## src/rtl/lab_mode_mux.sv

```systemverilog
// Board I/O sharer: picks one of NCH design channels for HEX/LEDR, blanking on every switch.
// Define LAB_AUTO_SCAN_EN to build the auto-scan timer; without it auto mode only steps on key presses.
module lab_mode_mux #(
    parameter int NCH          = 4,
    parameter int NHEX         = 6,
    parameter int NLED         = 8,
    parameter int DEB_CYCLES   = 500000,
    parameter int BLANK_CYCLES = 5000000,
    parameter int SCAN_CYCLES  = 100000000
) (
    input  logic                      MAX10_CLK1_50,
    input  logic                      rst,
    input  logic [$clog2(NCH)-1:0]    sel_sw,
    input  logic                      step_n,
    input  logic                      auto_en,
    input  logic [NCH*NHEX*8-1:0]     hex_in,
    input  logic [NCH*NLED-1:0]       led_in,
    output logic [NHEX*8-1:0]         HEX,
    output logic [NLED-1:0]           LEDR,
    output logic [$clog2(NCH)-1:0]    ch,
    output logic                      blanking
);

    localparam int CW = $clog2(NCH);
    localparam int HW = NHEX * 8;
    localparam int DW = $clog2(DEB_CYCLES + 1);
    localparam int BW = $clog2(BLANK_CYCLES + 1);

    typedef enum logic {ST_BLANK, ST_SHOW} state_t;

    function automatic logic [CW-1:0] clamp_sel(input logic [CW-1:0] s);
        if ({1'b0, s} >= (CW+1)'(NCH))
            return CW'(NCH - 1);
        return s;
    endfunction

    function automatic logic [CW-1:0] wrap_inc(input logic [CW-1:0] v);
        return (v == CW'(NCH - 1)) ? '0 : v + CW'(1);
    endfunction

    logic          step_p0, step_p1;
    logic          deb_lvl;
    logic [DW-1:0] deb_cnt;
    logic          deb_hit, press;
    logic          auto_q, mode_chg, timeout, advance;
    logic [CW-1:0] target;
    state_t        state, state_nxt;
    logic [CW-1:0] ch_nxt;
    logic [BW-1:0] blank_cnt, blank_cnt_nxt;
    logic [HW-1:0]   hex_sel;
    logic [NLED-1:0] led_sel;

    // stage p0/p1: two-flop synchroniser for the raw key
    always_ff @(posedge MAX10_CLK1_50 or posedge rst) begin
        if (rst) begin
            step_p0 <= 1'b1;
            step_p1 <= 1'b1;
        end else begin
            step_p0 <= step_n;
            step_p1 <= step_p0;
        end
    end

    // debounced level flips only after DEB_CYCLES consecutive disagreeing samples
    assign deb_hit = (step_p1 != deb_lvl) && (deb_cnt == DW'(DEB_CYCLES - 1));
    assign press   = deb_hit && !step_p1;

    always_ff @(posedge MAX10_CLK1_50 or posedge rst) begin
        if (rst) begin
            deb_lvl <= 1'b1;
            deb_cnt <= '0;
        end else if (step_p1 == deb_lvl) begin
            deb_cnt <= '0;
        end else if (deb_hit) begin
            deb_lvl <= step_p1;
            deb_cnt <= '0;
        end else begin
            deb_cnt <= deb_cnt + DW'(1);
        end
    end

    assign mode_chg = (auto_en != auto_q);
    assign advance  = auto_en && !mode_chg && (press || timeout);

`ifdef LAB_AUTO_SCAN_EN
    localparam int SW = $clog2(SCAN_CYCLES + 1);
    logic [SW-1:0] scan_cnt;

    assign timeout = auto_en && (scan_cnt == SW'(SCAN_CYCLES - 1));

    always_ff @(posedge MAX10_CLK1_50 or posedge rst) begin
        if (rst)
            scan_cnt <= '0;
        else if (!auto_en || mode_chg || advance)
            scan_cnt <= '0;
        else
            scan_cnt <= scan_cnt + SW'(1);
    end
`else
    assign timeout = 1'b0;
`endif

    // entering auto mode adopts the shown channel so the display does not jump
    always_ff @(posedge MAX10_CLK1_50 or posedge rst) begin
        if (rst) begin
            auto_q <= 1'b0;
            target <= '0;
        end else begin
            auto_q <= auto_en;
            if (!auto_en)
                target <= clamp_sel(sel_sw);
            else if (mode_chg)
                target <= ch;
            else if (advance)
                target <= wrap_inc(target);
        end
    end

    always_ff @(posedge MAX10_CLK1_50 or posedge rst) begin
        if (rst) begin
            state     <= ST_BLANK;
            ch        <= '0;
            blank_cnt <= '0;
        end else begin
            state     <= state_nxt;
            ch        <= ch_nxt;
            blank_cnt <= blank_cnt_nxt;
        end
    end

    // any target change, in either state, restarts a full blanking interval
    always_comb begin
        state_nxt     = state;
        ch_nxt        = ch;
        blank_cnt_nxt = blank_cnt;
        case (state)
            ST_BLANK: begin
                if (target != ch) begin
                    ch_nxt        = target;
                    blank_cnt_nxt = '0;
                end else if (blank_cnt == BW'(BLANK_CYCLES - 1)) begin
                    state_nxt     = ST_SHOW;
                    blank_cnt_nxt = '0;
                end else begin
                    blank_cnt_nxt = blank_cnt + BW'(1);
                end
            end
            ST_SHOW: begin
                if (target != ch) begin
                    state_nxt     = ST_BLANK;
                    ch_nxt        = target;
                    blank_cnt_nxt = '0;
                end
            end
            default: state_nxt = ST_BLANK;
        endcase
    end

    always_comb begin
        hex_sel = '1;
        led_sel = '0;
        for (int c = 0; c < NCH; c++) begin
            if (ch == CW'(c)) begin
                hex_sel = hex_in[c*HW +: HW];
                led_sel = led_in[c*NLED +: NLED];
            end
        end
    end

    // stage out: data only while staying in SHOW, so the first SHOW clock is still blank
    always_ff @(posedge MAX10_CLK1_50 or posedge rst) begin
        if (rst) begin
            HEX  <= '1;
            LEDR <= '0;
        end else if (state == ST_SHOW && state_nxt == ST_SHOW) begin
            HEX  <= hex_sel;
            LEDR <= led_sel;
        end else begin
            HEX  <= '1;
            LEDR <= '0;
        end
    end

    assign blanking = (state == ST_BLANK);

endmodule

```

## config.mk

```make
export PLATFORM = sky130hd
export DESIGN_NAME = lab_mode_mux
export DESIGN_NICKNAME = d
export VERILOG_FILES = /design/src/rtl/lab_mode_mux.sv
export SDC_FILE = /design/constraint.sdc
export NUM_CORES = 1
export LEC_CHECK = 0
export ABC_AREA = 1
export BUFFER_PORTS_ARGS = -buffer_cell sky130_fd_sc_hd__buf_2
export CAP_MARGIN = 20
export CELL_PAD_IN_SITES_DETAIL_PLACEMENT = 1
export CELL_PAD_IN_SITES_GLOBAL_PLACEMENT = 1
export CORE_AREA = 4 4 143 145
export DETAILED_ROUTE_END_ITERATION = 12
export DIE_AREA = 0 0 147 149
export GPL_TIMING_DRIVEN = 0
export PLACE_DENSITY_LB_ADDON = 0.2
export SYNTH_ARGS = -nofsm -noshare
export SYNTH_HDL_FRONTEND = slang
export SYNTH_SLANG_ARGS = --single-unit
```

## constraint.sdc

```tcl
create_clock -name MAX10_CLK1_50 -period 4.3 [get_ports MAX10_CLK1_50]
set_input_delay 0.86 -clock MAX10_CLK1_50 [delete_from_list [all_inputs] [get_ports MAX10_CLK1_50]]
set_output_delay 0.86 -clock MAX10_CLK1_50 [all_outputs]
set_load 0.03 [all_outputs]
```

======== Word level (Yosys, flattened, before mapping) ========
Index checks and enable logic that the tools add are counted.
word-level totals
  flip-flop bits (word level) ............. 107
  input bits .............................. 230
  output and inout port bits .............. 59
  word-level logic and storage cells ...... 62
cells by class
  add/subtract/negate cells ............... 3
  equal/unequal tests ..................... 12
  multiplexer cells ....................... 25
  bitwise operators ....................... 2
  reduce and logical (&&, ||, !) cells .... 9
operator list
  operator                 number
  $mux W48                 5
  $mux W23                 3
  $pmux W23 S2             1
  $mux W8                  5
  $mux W19                 2
  $add A23 B1 Y23 const B  1
  $eq A23 B23 Y1 const B   1
  $add A19 B1 Y19 const B  1
  $eq A19 B19 Y1 const B   1
  $mux W2                  5
  $eq A2 B2 Y1 const B     3
  $logic_and A1 B1 Y1      5
  $mux W1                  3
  $ne A3 B1 Y1 const B     1
  $add A2 B1 Y2 const B    1
  $eq A2 B1 Y1 const B     1
  $logic_not A1 Y1         2
  $logic_not A2 Y1         1
  $ne A1 B1 Y1             2
  $ne A2 B1 Y1 const B     1
  $ne A2 B2 Y1             1
  $not A1 Y1               2
  $pmux W1 S2              1
  $reduce_and A2 Y1        1
  $eq A1 B1 Y1             1

======== Logic depth before layout (Yosys ltp) ========
  depth after elaboration ................. 7
  mapped depth ............................ 9
  mapped depth without buffers ............ 9

======== Worst setup path after synthesis ========
OpenSTA, ideal clock, no wires.
  kind .................................... input-to-reg
  start point ............................. in auto_en
  end point ............................... reg target[0]
  setup time .............................. 65 ps
  data arrival time ....................... 1578 ps
  required time ........................... 4235 ps
  setup slack ............................. 2657 ps
  stages on the path ...................... 6
  path buffers ............................ 0
  path through ............................ ha_1 nor3_1 a21oi_1 o21ai_0 nand2_1 nand2_1
between the ends
  longest elaborated chain between the ends .. 5
  elaborated cells on any way between the ends .. 7
  classes of those cells .................. eq/ne (2); mux (2); reduce/logical (3)
RTL lines
  what                               RTL line  source
  from (decl)                        15        input logic auto_en,
  $ne A1 B1 Y1                       82        assign mode_chg = (auto_en != auto_q);
  $logic_not A1 Y1                   83        assign advance = auto_en && !mode_chg && (press || timeout);
  $logic_and A1 B1 Y1 (2 in series)  83
  $ne A3 B1 Y1 (no source line)      n/a
  to (signal assigned)               111       target <= clamp_sel(sel_sw);
  to (signal assigned)               113       target <= ch;
  to (signal assigned)               115       target <= wrap_inc(target);
  to (decl)                          46        logic [CW-1:0] target;
Parallel ways exist; a longest one is shown, timed or not.
A chain may end at the register's enable or synchronous reset.

======== Worst setup path after layout ========
  start point ............................. reg ch[0]
  end point ............................... reg HEX[17]
between the ends
  longest elaborated chain between the ends .. 6
  elaborated cells on any way between the ends .. 14
  classes of those cells .................. eq/ne (4); mux (8); reduce/logical (2)
RTL lines
  what                    RTL line  source
  from (decl)             20        output logic [$clog2(NCH)-1:0] ch,
  from (signal assigned)  126       ch <= ch_nxt;
  $logic_not A2 Y1        163       if (ch == CW'(c)) begin
  $mux W48 (4 in series)  163
  $mux W48 (*)            175       end else if (state == ST_SHOW && state_nxt == ST_SHOW) begin
  to (signal assigned)    176       HEX <= hex_sel;
  to (decl)               18        output logic [NHEX*8-1:0] HEX,
Mark *: on every way between the ends. The rest lies on a longest branch, timed or not.

==> impl_metrics.csv <==
group,metric,value,unit
setup_path,required,4580,ps
yosys,netlist_area,0.00606,sq mm
placed_design,gp_congestion,0.914,
timing,holdWs,352,ps
hold_path,hold_depth,0,
routing,drt_iter0_drc,240,
routing,vias,6790,
clocking,cts_setup_buffers,0,
routing,firstDrtPassIters,4,
clocking,cts_tree,"built",
setup_path,rr_endpoint,"HEX[17]",
pwr,ir_drop,190,uV
layout,area_growth,35.2,%
yosys,ys_ff_latch,107,
setup_path,cp.arrival,2300,ps
yosys,muxShareOfSynthArea,0,%
placed_design,hpwl,20900,um
placed_design,portBuffers,288,
pwr,power.leakage,3.79,nW
hold_path,holdPathEnd,"step_p1",
yosys,yosysTopAreaCellShare,23.1,%
routing,drc_errors,0,
floorplanning,rows,51,
setup_path,ff2ff_setup_slack,2280,ps
yosys,syn_inst,817,
status,status,"finished clean",
setup_path,worstSetupEndpointType,"flip-flop",
layout,fin_cells,1388,
setup_path,worstRegToRegCells,6,
placed_design,dp_cells,1371,
floorplanning,boundaryPins,289,
yosys,synth_top_family_by_area,"simple AND/OR/NAND/NOR gates",
floorplanning,initial_utilization,31.5,%
global_route,grt_pass1_wl,38600,um
routing,wl_met1,10300,um
routing,antenna_left,0,
clocking,clk_latency,360,ps
global_route,track_usage,22.6,%
setup_path,crit_type,"flip-flop to flip-flop",
hold_path,hold_path.class,"flip-flop to flip-flop",
global_route,grt_overflow_total,0,
yosys,syn_nets,1051,
setup_path,critPathLaunchType,"flip-flop",
routing,routedWlPerCell,18.4,um
yosys,yosysTopAreaCell,"dfrtp_1",
timing,final.setup_skew,9.32,ps
pwr,total_power,2.54,mW
pwr,powerDensity,311,mW/mm^2
global_route,antenna_found_initial,1,
yosys,synth_xor_area_share,2.60,%
floorplanning,fp.dieH,149,um
clocking,cts.sinks,107,
setup_path,path_max_fanout,10,
routing,finalWirelength,25600,um
yosys,synth_area_leaders,"dfrtp_1 (23%), dfstp_2 (22%), nand2_1 (16%)",
setup_path,r2r_start,"ch[0]",
routing,wl_met3,1850,um
hold_path,min_from,"step_p0",
floorplanning,die_area,0.0219,sq mm
timing,min_period_over_period,47.0,%
timing,min_period,2020,ps
layout,drive_gt1_share,34.9,%
timing,fmax,494,MHz
timing,relSlewSlack,57.7,%
clocking,cts_buffers,9,
timing,slew_violations,0,
yosys,yosysUniqueCellTypes,31,
timing,tightest_slew,635,ps
clocking,ctsHoldBuffers,0,
timing,rsz0062_at_grt,"no",
yosys,syn_avg_cell_area,7.42,sq um
layout,fin_area,0.00819,sq mm
global_route,grt_max_degree,71,
global_route,grt_pass1_vias,7113,
yosys,ys_seq_area_share,45.2,%
timing,hold_viol,0,
clocking,cts.repair.resized,0,
placed_design,placed_area,0.00786,sq mm
layout,fin_util,42.6,%
yosys,synth_simple_gate_area_share,30.2,%
yosys,synth_compound_area_share,15.1,%
yosys,synthAdderAreaFrac,0.826,%
layout,finalNetCount,1351,
routing,top_layer,"met4",
floorplanning,die_x,147,um
floorplanning,core_area,0.0192,sq mm
clocking,clkTransAtPathRegs,80,ps
routing,dr_wl_met2,12900,um
yosys,yosysWarningCount,0,
clocking,clock_path_buffers,2,
clocking,root_buffer,"clkbuf_16",
layout,fillers,2524,
clocking,h-tree-depth,3,
timing,finalSetupViolCount,0,
routing,routed_via_density,4.89,
job,cap_violations,0,
kinds of logic after synthesis:
logic type | after synthesis
AND/OR/NAND/NOR | 451
buffers and inverters | 87
XOR/XNOR | 18
AO/OA/AOI/OAI | 150
flip-flops | 107
adder cells (fa/ha/maj) | 4
cells in the final DEF, fill, tap and decap left out, types with 3 or more instances in the layout:
master,count
a21oi_1,57
a31oi_1,8
buf_2,306
buf_4,4
clkbuf_1,16
clkbuf_16,9
clkinv_4,3
dfrtp_1,56
dfstp_2,51
ha_1,4
inv_1,45
inv_2,3
nand2_1,259
nand3_1,43
nand4_1,8
nor2_1,123
nor2_2,4
nor2_4,3
nor3_1,5
o211ai_1,23
o21ai_0,31
o221ai_1,23
o22ai_1,4
xnor2_1,6
xor2_1,12
power breakdown:
part	switching (mW)	internal [mW]	total, mW	leakage [nW]
Combinational	0.358	0.208	0.566	2.32
Sequential	0.0205	1.02	1.04	1.31
Clock	0.418	0.516	0.934	0.160
Total	0.797	1.75	2.54	3.79
worst max path at each step:
stage | start | end | depth (start not counted)
finish | ch[0] | HEX[17] | 6
global route | ch[0] | HEX[4] | 6
CTS | ch[0] | HEX[17] | 6
detailed placement | ch[0] | HEX[17] | 6
global placement | rst | LEDR[4] | 2
floorplan | rst | LEDR[0] | 1
Yosys cell counts (all sizes together):
library cell,instances
a21oi,57
a22o,1
a31oi,8
and2,1
buf,22
clkbuf,16
dfrtp,56
dfstp,51
ha,4
inv,49
nand2,260
nand3,44
nand3b,1
nand4,8
nor2,130
nor3,5
nor3b,2
o211ai,23
o21ai,34
o221ai,23
o22ai,4
xnor2,6
xor2,12
critical path, cell delays in order (launching register included):
cell and delay [ps]:
dfrtp_1 460, buf_4 220, nor2_2 330, inv_1 230
clkbuf_1 300, o221ai_1 330, nand2_1 80
metal layers:
layer / GRT usage (%) / up-vias
met2: 40.0 / 219
met5: 0 / -
met4: 7.64 / 0
met1: 26.8 / 3238
met3: 5.53 / 37
li1: - / 3296
area by class of cell:
cell class	count	area (sq um)	share of cell area, %
clock inverter	7	100	1.22
inverter	49	186	2.28
multi-input combinational	623	2950	36.1
timing repair buffer	289	1470	17.9
buffer	38	180	2.20
antenna	1	2.50	0.0306
sequential	107	2740	33.5
tap	265	332	4.05
clock buffer	9	225	2.75
registers in the layout, indices dropped and copies added, names as in the netlist, 2 cells and up:
signal,cells
target,2
ch,2
LEDR,8
blank_cnt,23
HEX,48
deb_cnt,19
stage by stage:
step                      worst slack (ps)  setup TNS [ps]
after CTS                             2250               0
after global placement                -820          -45260
after floorplan                        707               0
after global routing                  2130               0
after detailed placement              2260               0
final                                 2280               0
Power figures use the tool's default switching activity.
